==> config.mk <==
export PLATFORM = sky130hd
export DESIGN_NAME = addr_decoding
export DESIGN_NICKNAME = d
export VERILOG_FILES = /design/src/rtl/addr_decoding_pkg.sv /design/src/rtl/addr_window_cmp.sv /design/src/rtl/addr_decoding.sv
export SDC_FILE = /design/constraint.sdc
export NUM_CORES = 1
export LEC_CHECK = 0
export CAP_MARGIN = 20
export CORE_UTILIZATION = 38
export DETAILED_ROUTE_END_ITERATION = 8
export PLACE_DENSITY_LB_ADDON = 0.05
export SLEW_MARGIN = 20
export SYNTH_ARGS = -nofsm -noshare
export SYNTH_HDL_FRONTEND = slang
export SYNTH_SLANG_ARGS = --single-unit
export TNS_END_PERCENT = 20
==> constraint.sdc <==
create_clock -name clk -period 3.9 [get_ports clk]
set_input_delay 0.585 -clock clk [delete_from_list [all_inputs] [get_ports clk]]
set_output_delay 0.585 -clock clk [all_outputs]
set_load 0.03 [all_outputs]
==> src/rtl/addr_decoding_pkg.sv <==
// addr_decoding_pkg: shared data-memory map for the core and the address decoder
package addr_decoding_pkg;
  typedef logic [31:0] addr_t;
  localparam addr_t DMEM_BASE = 32'h0000_1000;
  localparam addr_t DMEM_SIZE = 32'h0000_1000;
endpackage

==> src/rtl/addr_window_cmp.sv <==
// addr_window_cmp: combinational hit test and window-relative offset for one address window
module addr_window_cmp
  import addr_decoding_pkg::*;
#(
  parameter addr_t BASE = DMEM_BASE,
  parameter addr_t SIZE = DMEM_SIZE
) (
  input  addr_t addr,
  output logic  hit,
  output addr_t off
);
  localparam logic [32:0] LO = {1'b0, BASE};
  localparam logic [32:0] HI = {1'b0, BASE} + {1'b0, SIZE};
  generate
    if (SIZE < 32'd4 || (SIZE & (SIZE - 32'd1)) != 32'd0) begin : g_size_chk
      $error("addr_window_cmp: SIZE must be a power of two >= 4");
    end
    if ((BASE & (SIZE - 32'd1)) != 32'd0) begin : g_align_chk
      $error("addr_window_cmp: BASE must be aligned to SIZE");
    end
  endgenerate
  // 33-bit bounds keep a window ending at 2^32 from wrapping
  always_comb begin
    hit = ({1'b0, addr} >= LO) && ({1'b0, addr} < HI);
    off = hit ? addr - BASE : '0;
  end
endmodule

==> src/rtl/addr_decoding.sv <==
// addr_decoding: data-memory chip select, write gating and offset for the core load/store port
module addr_decoding
  import addr_decoding_pkg::*;
#(
  parameter addr_t BASE_ADDR = DMEM_BASE,
  parameter addr_t WIN_SIZE  = DMEM_SIZE,
  parameter bit    REG_OUT   = 1'b1
) (
  input  logic        clk,
  input  logic        rst_n,
  input  logic [31:0] addr,
  input  logic        WE,
  output logic        CS,
  output logic        iWE,
  output logic [31:0] iAddress
);
  logic  hit;
  addr_t off;
  addr_window_cmp #(.BASE(BASE_ADDR), .SIZE(WIN_SIZE)) u_cmp (
    .addr(addr),
    .hit (hit),
    .off (off)
  );
  generate
    if (REG_OUT) begin : g_reg
      always_ff @(posedge clk) begin
        if (!rst_n) begin
          CS       <= 1'b0;
          iWE      <= 1'b0;
          iAddress <= '0;
        end else begin
          CS       <= hit;
          iWE      <= WE & hit;
          iAddress <= off;
        end
      end
    end else begin : g_comb
      always_comb begin
        CS       = hit;
        iWE      = WE & hit;
        iAddress = off;
      end
    end
  endgenerate
endmodule

==> results of run 1 <==
-- logic make-up (layout without fill, tap and decap cells) --
family | count (synthesis) | count (layout)
compound gates | 20 | 20
fa+ha+maj | 2 | 2
buf+inv | 8 | 80
flops | 34 | 34
simple gates | 32 | 32
-- flip-flops by register name, summed over array words and instances, names as in the netlist --
| name | cells |
|---|---|
| CS | 1 |
| iAddress | 32 |
| iWE | 1 |
-- final cells by class --
cell class / instances / area, um2
Timing Repair Buffer: 69 / 688
Sequential cell: 34 / 681
Tap cell: 31 / 38.8
Clock buffer: 7 / 55.1
Multi-Input combinational cell: 54 / 390
Clock inverter: 1 / 5.00
Inverter: 3 / 11.3
Fill cell: 237 / 912
-- worst paths after layout --
path                  cells after the start      from  slack [ns]      endpoint
worst max-delay path                      7  addr[12]        1.40  iAddress[31]
worst min-delay path                      2        WE        0.82           iWE
-- where the power goes --
part | switching [mW] | internal [mW]
Combinational | 0.0132 | 0.0327
Clock | 0.110 | 0.0873
Sequential | 0.0000000741 | 0.347
Total | 0.123 | 0.467
-- metrics by stage --
step	hold WS [ns]	std cells	area, um2
2_1_floorplan	0.707	96	1120
3_3_place_gp	1.16	191	1810
3_5_place_dp	1.16	191	1810
4_1_cts	0.815	199	1870
5_1_grt	0.809	199	1870
6_report	0.817	199	1870
-- metal layers --
layer  vias up  wire length [um]
met4         0                40
met3         4               246
met5         -                 0
li1        469                 -
met2        43              1120
met1       413               970
-- synth_stat cells, drive strengths merged --
master	n	area, um2
ha	2	25.0
nor2	4	15.0
nor4b	1	8.76
nand4	1	6.26
nand2b	1	6.26
inv	3	11.3
dfxtp	34	681
a2111oi	1	27.5
nor2b	1	6.26
and2	12	75.1
nand3	1	5.00
nor3	3	20.0
nor4	5	37.5
o21a	19	143
nand3b	1	7.51
buf	3	33.8
clkbuf	2	7.51
nand2	2	7.51
==> out/results.tsv, run 1 <==
stage	metric	value	unit
grt	Tot GR Track Use	15.9	%
sta	RSZ-0062 raised after global routing	no	
finish	most common cell after layout, fill and taps aside	clkdlybuf4s50_1	
sta	Setup Viol. Count Final	0	
grt	GRT met2 Usage	24.7	%
critical_path	startpoint class of the critical path	input pin	
yosys	Cells after Synth	96	
grt	global routing's busiest layer	met2	
grt	largest net degree at the start of global routing	28	
floorplanning	Initial Utilization	40.4	%
critical_path	CP endpoint kind	register	
clock_network	Hold Buf Count CTS	0	
min_path	hold crit path type	input pin to register	
critical_path	Worst Path Required	4.17	ns
floorplanning	chip width	56.4	um
route	drc violations	0	
route	routed wire length	2380	um
placed_design	Final GP Congestion	0.708	
yosys	largest family of logic cells by synthesized area	simple AND/OR/NAND/NOR gates	
floorplanning	area of the core	2780	um2
yosys	Post-Syn Nets	133	
grt	Global Route met3 Usage	9.45	%
yosys	register area share after synthesis	60.6	%
critical_path	delay-heaviest family, CP	buffers and inverters	
placed_design	DP Worst Slack	1.07	ns
sta	Setup TNS Final	0	ns
job	total of max-cap violations	0	
finish	ANT cells	0	
grt	vias in the first global route	865	
clock_network	CTS tree	yes	
placed_design	I/O Buffers	68	
sta	Max Freq	0.399	GHz
yosys	multiplexer share of the synthesized area	0	%
power	P_leak	0.691	nW
clock_network	root buf cell	clkbuf_4	
clock_network	setup repair bufs after CTS	0	
critical_path	worst-path fanout max	27	
critical_path	Critical path buffers and inverters	2	
grt	global route overflow	0	
finish	Util after Layout	67.2	%
sta	Final period util	64.2	%
floorplanning	# IOs	69	
finish	layout net count	204	
route	DR iter-0 viols	8	
power	PD cells	316	nW/um2
yosys	Synth warnings	0	
floorplanning	num rows	19	
yosys	simple-gate share of the synthesized area	17.4	%
floorplanning	die area	3180	um2
yosys	synth unique cells	20	
yosys	Synth Area in XOR/XNOR	0	%
finish	layout cell share with drive strength beyond 1	6.55	%
yosys	mean area per synthesized cell	11.7	um2
clock_network	post-cts resize count	0	
finish	synth-to-layout area growth	66.4	%
grt	initial antenna violation count	0	
critical_path	Worst Path Arrival	2.78	ns
sta	Worst Max-Slew Pin Slew	0.932	ns
power	Peak VDD IR	0.275	mV
critical_path	slowest stage cell, crit path	a2111oi_4	
sta	minimum clock period after layout	2.50	ns
grt	GR met1 Demand/Resource	17.7	%
clock_network	H-tree levels	2	
sta	Final Max Tran Viols	0	
power	Power, Total	0.590	mW
route	Final ANT Viol Nets	0	
yosys	Yosys reg bits	34	
clock_network	maximum clock insertion buffer count	2	
placed_design	Final HPWL DP	1810	um
clock_network	Clock transition at path regs	0.10	ns
yosys	Adder-Cell Fraction of Synth Area	2.23	%
clock_network	TritonCTS Buffers	5	
sta	Hold Vio Cnt, Final	0	
route	drt wl/cell	11.9	um
critical_path	CP peak stage delay	0.55	ns
clock_network	Num Clock Sinks	34	
yosys	Compound-Gate Fraction of Synth Area	15.1	%
finish	most frequent cells in the layout	68 x clkdlybuf4s50_1, 34 x dfxtp_1, 19 x o21a_1	
floorplanning	Die H	56.4	um
sta	Slew HR	37.4	%
route	Vias/cell	4.67	
critical_path	Worst Path Class, Setup	input pin to register	
sta	PnR worst setup slack	1.40	ns
route	via count	929	
run_status	status	completed	
grt	first-pass GRT wire length	3810	um
yosys	Synth Cell Area	1120	um2
route	DR pass1 iterations	4	
critical_path	critical path, cell by cell	clkdlybuf4s50_1 > ha_1 > nor4b_1 > nand4_1 > a2111oi_4 > buf_4 > o21a_1	
No activity file was read; power rests on OpenSTA's default activity.
==> inputs of run 2 (changes only) <==
--- a/config.mk
+++ b/config.mk
@@ -6,7 +6,7 @@
 export NUM_CORES = 1
 export LEC_CHECK = 0
 export CAP_MARGIN = 20
-export CORE_UTILIZATION = 38
+export CORE_UTILIZATION = 32
 export DETAILED_ROUTE_END_ITERATION = 8
 export PLACE_DENSITY_LB_ADDON = 0.05
 export SLEW_MARGIN = 20
==> constraint.sdc (replaced) <==
create_clock -name clk -period 2.2 [get_ports clk]
set_input_delay 0.33 -clock clk [delete_from_list [all_inputs] [get_ports clk]]
set_output_delay 0.33 -clock clk [all_outputs]
set_load 0.03 [all_outputs]
==> out/results.tsv, run 2 (synthesis gave the netlist of run 1 again) <==
stage	metric	value	unit	change
floorplanning	num rows	21		was 19
min_path	Worst Hold Path EP	iWE		unchanged
route	Vias/cell	4.28		was 4.67
min_path	hold crit path type	input pin to register		unchanged
route	drt wl/cell	11.1	um	was 11.9 um
power	P_leak	0.735	nW	was 0.691 nW
critical_path	critical path, cell by cell	clkdlybuf4s50_1 > inv_1 > ha_1 > nor4b_1 > nand4_1 > a2111oi_4 > buf_4 > and2_1		was clkdlybuf4s50_1 > ha_1 > nor4b_1 > nand4_1 > a2111oi_4 > buf_4 > o21a_1
route	DR iter-0 viols	16		was 8
clock_network	maximum clock insertion buffer count	2		unchanged
clock_network	Num Clock Sinks	34		unchanged
critical_path	Worst Path Required	2.49	ns	was 4.17 ns
finish	largest register by flop count	iAddress		unchanged
route	Final ANT Viol Nets	0		unchanged
floorplanning	Die H	61.3	um	was 56.4 um
clock_network	root buf cell	clkbuf_4		unchanged
grt	vias in the first global route	848		was 865
clock_network	H-tree levels	2		unchanged
critical_path	Worst Path Class, Setup	input pin to register		unchanged
sta	Slew HR	78.2	%	was 37.4%
route	routed wire length	2480	um	was 2380 um
floorplanning	# IOs	69		unchanged
run_status	status	completed		unchanged
finish	synth-to-layout area growth	74.4	%	was 66.4%
grt	initial antenna violation count	0		unchanged
power	PD cells	543	nW/um2	was 316 nW/um2
power	Peak VDD IR	0.326	mV	was 0.275 mV
finish	Regs by FF count	iAddress: 32 flops, CS: 1 flops, iWE: 1 flops		unchanged
placed_design	Final HPWL DP	1910	um	was 1810 um
critical_path	slowest stage cell, crit path	clkdlybuf4s50_1		was a2111oi_4
finish	layout net count	213		was 204
route	drc violations	0		unchanged
sta	Final Hold Slack	0.552	ns	was 0.817 ns
critical_path	worst-path fanout max	21		was 27
sta	Hold Vio Cnt, Final	0		unchanged
finish	most common cell after layout, fill and taps aside	clkdlybuf4s50_1		unchanged
min_path	hold path cells	2		unchanged
grt	largest net degree at the start of global routing	22		was 28
finish	ANT cells	0		unchanged
sta	Worst Max-Slew Pin Slew	0.326	ns	was 0.932 ns
finish	layout cell share with drive strength beyond 1	11.9	%	was 6.55%
grt	global route overflow	0		unchanged
route	DR pass1 iterations	4		unchanged
floorplanning	Initial Utilization	33.7	%	was 40.4%
sta	minimum clock period after layout	1.94	ns	
clock_network	setup repair bufs after CTS	0		unchanged
critical_path	Worst Path Arrival	2.23	ns	was 2.78 ns
critical_path	CP endpoint kind	register		unchanged
sta	RSZ-0062 raised after global routing	no		unchanged
sta	Final Max Tran Viols	0		unchanged
job	total of max-cap violations	0		unchanged
floorplanning	die area	3750	um2	was 3180 um2
finish	most frequent cells in the layout	68 x clkdlybuf4s50_1, 34 x dfxtp_1, 19 x o21a_1		unchanged
grt	Tot GR Track Use	14.4	%	was 15.9%
sta	Final period util	88.0	%	
min_path	Worst Min Path Start	WE		unchanged
clock_network	Hold Buf Count CTS	0		unchanged
placed_design	dpl cell area	1900	um2	was 1810 um2
clock_network	CTS tree	yes		unchanged
clock_network	TritonCTS Buffers	5		unchanged
sta	Max Freq	0.516	GHz	
floorplanning	area of the core	3340	um2	was 2780 um2
clock_network	Clock transition at path regs	0.10	ns	about the same
critical_path	CP peak stage delay	0.42	ns	was 0.55 ns
finish	Fillers	310		was 237
finish	max reg flops	32		unchanged
grt	first-pass GRT wire length	3820	um	was 3810 um
finish	Final Cell Area	1960	um2	was 1870 um2
route	via count	955		was 929
placed_design	I/O Buffers	68		unchanged
clock_network	post-cts resize count	0		unchanged
sta	Setup Viol. Count Final	0		unchanged
placed_design	Final GP Congestion	0.635		was 0.708
critical_path	startpoint class of the critical path	input pin		unchanged
floorplanning	chip width	61.3	um	was 56.4 um
run 2: changes by cell type in the layout (fill, tap and decap cells not counted), sizes merged:
| cell | delta |
|---|---|
| buf | +9 |
| clkbuf | -1 |
| clkinvlp | +1 |
run 2: worst max-delay path, delay by kind of cell:
kind	cells	cell delay, ns
AND/OR/NAND/NOR	3	0.58
buffers and inverters	3	0.78
AO/OA/AOI/OAI	1	0.39
adder cells (fa/ha/maj)	1	0.14
run 2: layout make-up:
class / instances / area (um2) / area share [%]
clock buffer: 6 / 51.3 / 2.62
clock inverter: 2 / 12.5 / 0.639
inverter: 3 / 11.3 / 0.575
multi-input combinational: 54 / 390 / 19.9
sequential: 34 / 681 / 34.7
tap: 46 / 57.6 / 2.94
timing repair buffer: 78 / 756 / 38.6
run 2: worst max path at each step:
| stage | from | end | slack [ns] | depth (start not counted) |
|---|---|---|---|---|
| after global placement | addr[13] | iAddress[11] | -0.02 | 8 |
| after global routing | addr[13] | iAddress[5] | 0.08 | 8 |
| final | addr[13] | iAddress[3] | 0.26 | 8 |
| after floorplan | addr[13] | iAddress[14] | 0.46 | 7 |
| after CTS | addr[13] | iAddress[3] | 0.26 | 8 |
| after detailed placement | addr[13] | iAddress[3] | -0.09 | 8 |
run 2: power breakdown:
group          total, mW  switching [mW]  internal (mW)
combinational     0.0890          0.0251         0.0639
clock              0.361           0.207          0.153
sequential         0.615     0.000000132          0.615
run 2: metrics by stage:
stage                     instances  power (mW)  TNS, ns  util, %  worst slack [ns]
final                           223        1.06        0     58.7             0.263
after global routing            223        1.12        0     58.7            0.0834
after CTS                       223        1.08        0     58.7             0.257
after detailed placement        215       0.719    -2.32     56.8           -0.0939
after global placement          215       0.717   -0.291     56.8           -0.0183
after floorplan                  96       0.644        0        -             0.461
run 2: routing by layer:
layer | vias up | routed length (um) | GRT usage [%]
met5 | - | 0 | 0
met1 | 427 | 1000 | 16.4
met2 | 38 | 1210 | 22.8
met3 | 4 | 221 | 8.19
met4 | 0 | 36 | 4.87
li1 | 486 | - | -
